$ cat src/rtl/move_bit_serializer.sv
// move_bit_serializer
//   Buffers whole move words in a small FIFO and shifts each one out MSB-first
//   on x, one bit per bit_en cycle, to drive the move-recognition FSM.
//
// Ports
//   CLK         rising-edge clock
//   RESET       synchronous, active-high reset
//   in_valid    producer presents a word on in_data
//   in_data     move word, MSB transmitted first
//   in_ready    FIFO can accept a word this cycle (registered state only)
//   bit_en      advance the serial stream by one bit
//   x           registered serial bit (IDLE_BIT when no word is shifting)
//   x_valid     registered, x carries a word bit
//   word_done   last bit of the current word is consumed this cycle
//   fifo_count  words held in the FIFO, excluding the shifter
//   busy        FIFO non-empty or shifter active
module move_bit_serializer #(
   parameter int unsigned WIDTH    = 8,
   parameter int unsigned DEPTH    = 4,
   parameter logic        IDLE_BIT = 1'b0
) (
   input  logic                       CLK,
   input  logic                       RESET,
   input  logic                       in_valid,
   input  logic [WIDTH-1:0]           in_data,
   output logic                       in_ready,
   input  logic                       bit_en,
   output logic                       x,
   output logic                       x_valid,
   output logic                       word_done,
   output logic [$clog2(DEPTH+1)-1:0] fifo_count,
   output logic                       busy
);

   localparam int unsigned PTR_W = $clog2(DEPTH);
   localparam int unsigned CNT_W = $clog2(DEPTH + 1);
   localparam int unsigned BIT_W = (WIDTH > 1) ? $clog2(WIDTH) : 1;

   typedef enum logic {
      IDLE,
      SHIFT
   } state_t;

   state_t           state, state_n;
   logic [WIDTH-1:0] mem [DEPTH];
   logic [PTR_W-1:0] wr_ptr, rd_ptr;
   logic [CNT_W-1:0] count;
   logic [WIDTH-1:0] shreg, shreg_n;
   logic [BIT_W-1:0] bitcnt, bitcnt_n;
   logic             push, pop;
   logic             fifo_empty, fifo_full;
   logic             x_n;

   assign fifo_full  = (count == CNT_W'(DEPTH));
   assign fifo_empty = (count == '0);

   // Ready depends only on the stored count, so a same-edge pop never
   // opens a slot combinationally.
   assign in_ready   = !RESET && !fifo_full;
   assign push       = in_valid && in_ready;

   assign word_done  = (state == SHIFT) && (bitcnt == '0) && bit_en;
   assign busy       = !fifo_empty || (state == SHIFT);
   assign fifo_count = count;

   always_comb begin
      state_n  = state;
      shreg_n  = shreg;
      bitcnt_n = bitcnt;
      pop      = 1'b0;
      case (state)
         IDLE: begin
            if (!fifo_empty) begin
               pop      = 1'b1;
               shreg_n  = mem[rd_ptr];
               bitcnt_n = BIT_W'(WIDTH - 1);
               state_n  = SHIFT;
            end
         end
         SHIFT: begin
            if (bit_en) begin
               if (bitcnt != '0) begin
                  shreg_n  = {shreg[WIDTH-2:0], 1'b0};
                  bitcnt_n = bitcnt - BIT_W'(1);
               end else if (!fifo_empty) begin
                  // back-to-back reload keeps the stream gap-free
                  pop      = 1'b1;
                  shreg_n  = mem[rd_ptr];
                  bitcnt_n = BIT_W'(WIDTH - 1);
               end else begin
                  state_n  = IDLE;
               end
            end
         end
         default: state_n = IDLE;
      endcase
   end

   // x/x_valid are registered from the next-state view so they line up
   // with the shifter contents after each edge.
   assign x_n = (state_n == SHIFT) ? shreg_n[WIDTH-1] : IDLE_BIT;

   always_ff @(posedge CLK) begin
      if (push) begin
         mem[wr_ptr] <= in_data;
      end
   end

   always_ff @(posedge CLK) begin
      if (RESET) begin
         state   <= IDLE;
         wr_ptr  <= '0;
         rd_ptr  <= '0;
         count   <= '0;
         shreg   <= '0;
         bitcnt  <= '0;
         x       <= IDLE_BIT;
         x_valid <= 1'b0;
      end else begin
         state   <= state_n;
         shreg   <= shreg_n;
         bitcnt  <= bitcnt_n;
         x       <= x_n;
         x_valid <= (state_n == SHIFT);
         if (push) begin
            wr_ptr <= wr_ptr + PTR_W'(1);
         end
         if (pop) begin
            rd_ptr <= rd_ptr + PTR_W'(1);
         end
         case ({push, pop})
            2'b10:   count <= count + CNT_W'(1);
            2'b01:   count <= count - CNT_W'(1);
            default: count <= count;
         endcase
      end
   end

endmodule

$ cat config.mk
export PLATFORM = sky130hd
export DESIGN_NAME = move_bit_serializer
export DESIGN_NICKNAME = d
export VERILOG_FILES = /design/src/rtl/move_bit_serializer.sv
export SDC_FILE = /design/constraint.sdc
export NUM_CORES = 1
export LEC_CHECK = 0
export BUFFER_PORTS_ARGS = -buffer_cell sky130_fd_sc_hd__buf_2
export CAP_MARGIN = 10
export CORE_MARGIN = 1
export CORE_UTILIZATION = 52
export DETAILED_ROUTE_END_ITERATION = 7
export GPL_ROUTABILITY_DRIVEN = 0
export PLACE_DENSITY = 0.79
export SETUP_SLACK_MARGIN = 0.3
export SYNTH_ARGS = -nofsm -noshare
export SYNTH_HDL_FRONTEND = slang
export SYNTH_SLANG_ARGS = --single-unit
$ cat constraint.sdc
create_clock -name CLK -period 2.3 [get_ports CLK]
set_input_delay 0.115 -clock CLK [delete_from_list [all_inputs] [get_ports CLK]]
set_output_delay 0.115 -clock CLK [all_outputs]
set_load 0.01 [all_outputs]
Word level (Yosys, flattened, before mapping)
Memories as Yosys holds them, arrays and structs flattened. A register that Yosys moved wholly into a read port is not among the register bits.
Cells that the tools add are included.
{"block": "classes", "add_sub_neg": 5, "n_eq_ne": 4, "mux": 20, "n_bitwise": 2, "reduce_logical": 13}
{"operator": "$mux W8", "n": 3}
{"operator": "$pmux W8 S2", "n": 1}
{"operator": "$pmux W3 S2", "n": 2}
{"operator": "$mux W3", "n": 3}
{"operator": "$mux W1", "n": 7}
{"operator": "$logic_not A3 Y1", "n": 2}
{"operator": "$sub A3 B1 Y3 const B", "n": 2}
{"operator": "$add A2 B1 Y2 const B", "n": 2}
{"operator": "$logic_and A1 B1 Y1", "n": 4}
{"operator": "$mux W2", "n": 2}
{"operator": "$pmux W1 S2", "n": 2}
{"operator": "$add A3 B1 Y3 const B", "n": 1}
{"operator": "$eq A3 B3 Y1 const B", "n": 1}
{"operator": "$logic_not A1 Y1", "n": 3}
{"operator": "$reduce_bool A3 Y1", "n": 1}
{"operator": "$eq A2 B1 Y1 const B", "n": 1}
{"operator": "$eq A2 B2 Y1 const B", "n": 1}
{"operator": "$ne A2 B2 Y1 const B", "n": 1}
{"operator": "$not A1 Y1", "n": 2}
{"operator": "$reduce_bool A2 Y1", "n": 1}
{"operator": "$reduce_or A2 Y1", "n": 1}
{"operator": "$logic_or A1 B1 Y1", "n": 1}
{"block": "totals", "regBits": 20, "ram_bits": 32, "out_inout_bits": 8, "wordCells": 53, "mem_count": 1}
{"name": "mem", "depth": 4, "width": 8, "read_ports": 1, "rd_clocked_by_memory_dff": 1, "wr": 1, "line_no": "45", "source": "logic [WIDTH-1:0] mem [DEPTH];"}

Logic depth before layout (Yosys ltp)
{"block": "depth", "ltp_word": 7, "ltp_mapped": 11, "mapped_depth_nobuf": 10}

Worst setup path after synthesis
Ideal clock, no wire load.
{"block": "synth_timing", "path_kind": "flip-flop to flip-flop", "start": "register bitcnt[0]", "end": "register count[2] (netlist: fifo_count[2])", "setup_ns": 0.071, "arrival_ns": 2.207, "required_time_ns": 2.229, "setup_slack_ns": 0.022, "path_stages_with_launch": 12, "n_path_buf": 1, "period_less_slack_ns": 2.278, "path_cell_list": "dfxtp_1 -> inv_1 -> ha_1 -> nand3b_1 -> a21oi_2 -> buf_6 -> ha_1 -> inv_1 -> fa_1 -> xor2_1 -> or3_1 -> a21oi_1"}
{"block": "synth_via", "elab_chain_len": 6}
{"element": "from (decl)", "line_no": "49", "source": "logic [BIT_W-1:0] bitcnt, bitcnt_n;"}
{"element": "from (signal assigned)", "line_no": "122", "source": "bitcnt <= bitcnt_n;"}
{"element": "$reduce_bool A3 Y1 *", "line_no": "82", "source": "if (bitcnt != '0) begin"}
{"element": "$mux W1 *", "line_no": "82"}
{"element": "$mux W1 *", "line_no": "81", "source": "if (bit_en) begin"}
{"element": "$pmux W1 S2 *", "line_no": "71", "source": "case (state)"}
{"element": "$eq A2 B1 Y1 or $eq A2 B2 Y1 (tied branches)", "line_no": "131", "source": "case ({push, pop})"}
{"element": "$pmux W3 S2 or $reduce_bool A2 Y1 (tied branches)"}
{"element": "to (signal assigned)", "line_no": "132", "source": "2'b10: count <= count + CNT_W'(1);"}
{"element": "to (signal assigned)", "line_no": "133", "source": "2'b01: count <= count - CNT_W'(1);"}
{"element": "to (signal assigned)", "line_no": "134", "source": "default: count <= count;"}
{"element": "to (decl)", "line_no": "47", "source": "logic [CNT_W-1:0] count;"}
Mark *: on every way between the ends. The rest lies on a longest branch, timed or not.
A chain may end at the register's enable or synchronous reset.

Worst setup path in the final report
Same ends and word-level chain as after synthesis.

==> impl_metrics.ini <==
[run_status]
status = completed

[die]
placement_rows = 23
num_io_pins = 20
die_h_um = 68.8
fp.dieW_um = 68.8
coreArea_sq_um = 4140
die-area_sq_um = 4730
start_util_pct = 56.0

[yosys]
syn_area_per_cell_sq_um = 13.3
syn_nets = 195
ys.warnings.count = 0
ys_ff_latch = 54
synth_cell_types = 40
synth_area_sq_um = 2320
ys_seq_area_share_pct = 60.4
syn_inst = 175

[timing]
worstMarginPinSlew_ns = 0.546
fin_crit_ns = 2.10
period_share_pct = 91.2
setup_violations = 0
finalMaxSlewViolations = 0
finalHoldViolations = 0
rsz0062_at_grt = yes
maxClockFrequency_mhz = 477
max_slew_margin_pct = 63.5
skew_ns = 0.0133
fin_setup_tns_ns = 0

[global_route]
grt_pass1_wl_um = 6730
grt_util_all_layers_pct = 20.7
gr-total-overflow = 0
antenna_found_initial = 0
grt_max_degree = 23
grt_pass1_vias = 1506

[min_path]
min_to = mem[3][3]$_DFFE_PP_
min_path_type = in -> reg
holdPathStages = 1
min_from = in_data[3]

[power]
p_clk_share_pct = 17.8
p_total_mw = 2.97
switching_share_pct = 33.8
p_seq_share_pct = 45.2
p_leak_nw = 0.984
ir_drop_uv = 638
internal_power_mw = 1.96
power.switching_mw = 1.00
power_density_nw_per_um2 = 1090
pwr-share-comb_pct = 37.0

[worst_setup_path]
path_class = reg -> reg
worstSetupStartpointType = register
cp_num_buf_inv = 2
path_cells = inv_2 > ha_4 > nand3b_1 > a21oi_2 > ha_4 > inv_2 > fa_2 > xor2_1 > or3_1 > a21oi_2
r2r_start = bitcnt[0]$_SDFFE_PP0P_
cpLargestDelayFamily = adder cells
reg2reg_depth = 10
r2r_end = fifo_count[2]$_SDFFE_PP0P_
worstPathMaxFanout = 2
rrSetupSlack_ns = 0.20
max_stage_delay_ns = 0.34
crit_path_top_delay_cell = dfxtp_2
end_kind = register
cp.required_ns = 2.55
worstPathArrival_ns = 2.35

[detailed_routing]
dr_total_vias = 1525
wl_per_cell_um = 16.5
drt-initial-drc-count = 46
drc = 0
ant_nets = 0
vias_per_cell = 5.82
wl_um = 4320
first_pass_iters = 4

[placed_design]
place_hpwl_um = 2810
port_buffers = 19
dpl.cell_count = 240

[layout]
antenna_cells = 0
fin_util_pct = 65.7
drive_gt1_share_pct = 28.8
area_delta_synth_final_pct = 17.3
fin_nets = 231
finalNonFillerCells = 262

[cts]
cts_tree = built
cts-root-buf = clkbuf_8
cts_made_buffers = 5
cts_buffer_depth = 2
clk_latency_ns = 0.31
hold_buffers = 0
cts_sinks = 54
ctsHtreeMaxLevel = 2
cts.clk_slew.worst_paths_ns = 0.10

[run]
maxCapViolations = 0
-- sequential cells by signal, indices dropped and copies added, names as in the netlist, named ones only --
| name | flops |
|---|---|
| wr_ptr | 2 |
| bitcnt | 3 |
| shreg | 8 |
| x | 1 |
| fifo_count | 3 |
| mem | 32 |
| state | 1 |
| rd_ptr | 2 |
-- logic make-up after synthesis --
group	after synthesis	share of synthesized area (%)
DFF	54	60.4
and+or+nand+nor	45	9.27
AOI/OAI and AO/OA	39	11.8
buffers and inverters	17	3.50
muxes	8	8.89
adders and majority gates	8	4.64
xor gates and xnor gates	4	1.51
-- cells in the mapped netlist --
cell,instances,area (sq um)
nand3b_1,2,15.0
o31a_1,1,8.76
edfxtp_1,32,961
xnor2_1,2,17.5
mux4_2,1,22.5
a21oi_2,1,8.76
nand2_1,18,67.6
buf_2,1,5.00
a211oi_4,1,20.0
fa_1,1,20.0
dfxtp_1,22,440
a21bo_2,1,10.0
or3_1,2,12.5
ha_1,7,87.6
mux4_1,7,184
a21oi_4,1,16.3
a22oi_1,1,7.51
nor2b_1,2,12.5
inv_1,10,37.5
a211oi_1,1,7.51
a21oi_1,9,45.0
nor3_1,1,5.00
xor2_1,2,17.5
o31ai_1,1,7.51
nor2_1,12,45.0
o21a_1,1,7.51
clkbuf_2,1,5.00
nand2b_1,1,6.26
nor3b_1,1,7.51
or3_4,1,11.3
buf_6,2,22.5
o21ai_0,11,55.1
a41oi_1,1,8.76
or2b_1,1,7.51
a31oi_1,6,37.5
a221oi_2,1,15.0
a211oi_2,1,12.5
clkbuf_1,3,11.3
and2_1,4,25.0
o22ai_1,1,6.26
-- cell type report --
class / count / area [sq um]
Fill cell: 311 / 1420
Clock buffer: 5 / 68.8
Sequential cell: 54 / 1400
Inverter: 10 / 37.5
Tap cell: 50 / 62.6
Clock inverter: 3 / 20.0
Timing Repair Buffer: 36 / 249
Multi-Input combinational cell: 104 / 882
-- placed cells by master (no fill, tap or decap), types with 3 or more instances in the layout --
master,count
edfxtp_1,32
dfxtp_1,21
a31oi_1,6
buf_4,10
clkbuf_8,5
ha_1,5
nand2_1,18
and2_1,4
inv_2,3
nor2_1,11
o21ai_0,11
a21oi_1,8
buf_6,7
mux4_1,7
buf_2,19
inv_1,7
-- worst register-to-register path: stages, from the launching register on --
cell	delay [ns]
dfxtp_2	0.34
inv_2	0.07
ha_4	0.14
nand3b_1	0.13
a21oi_2	0.24
ha_4	0.17
inv_2	0.04
fa_2	0.32
xor2_1	0.15
or3_1	0.33
a21oi_2	0.12
-- what timing repair did --
action | in CTS | in global routing
resized for setup | 2 | 10
setup endpoints to repair | 2 | 4
pin swaps | 3 | 4
setup buffers | 13 | 1
-- worst max path at each step --
stage                                       from                    endpoint  slack, ns  cells after the start
after floorplan           bitcnt[0]$_SDFFE_PP0P_  fifo_count[2]$_SDFFE_PP0P_       0.18                     11
after global placement    bitcnt[0]$_SDFFE_PP0P_  fifo_count[2]$_SDFFE_PP0P_       0.25                     10
after CTS                 bitcnt[0]$_SDFFE_PP0P_  fifo_count[2]$_SDFFE_PP0P_       0.24                     10
after detailed placement  bitcnt[0]$_SDFFE_PP0P_  fifo_count[2]$_SDFFE_PP0P_       0.17                     10
final                     bitcnt[0]$_SDFFE_PP0P_  fifo_count[2]$_SDFFE_PP0P_       0.20                     10
after global routing      bitcnt[0]$_SDFFE_PP0P_  fifo_count[2]$_SDFFE_PP0P_        0.1                     10
-- power groups by stage --
stage	combinational, mW	sequential [mW]	clock (mW)
CTS	1.02	1.34	0.537
global placement	0.817	1.34	0
detailed placement	0.875	1.36	0
finish	1.10	1.34	0.528
floorplan	0.717	1.30	0
global route	1.20	1.36	0.571
-- per-layer routing --
metal	wire (um)	GRT usage, %	part of all wire (%)	vias up
li1	-	-	-	712
met5	0	0	0	-
met1	1760	22.1	41	777
met4	57	8.67	1.3	0
met3	144	5.26	3.3	4
met2	2360	38.5	55	32
-- per-stage QoR --
step	hold WS [ns]	setup WS (ns)	area, sq um
after floorplan	0.214	0.175	2340
final	0.0212	0.202	2720
after detailed placement	0.336	0.170	2480
after global placement	0.326	0.247	2480
after global routing	0.00865	0.0955	2720
after CTS	0.0133	0.238	2680
(Power assumes the default switching activity.)
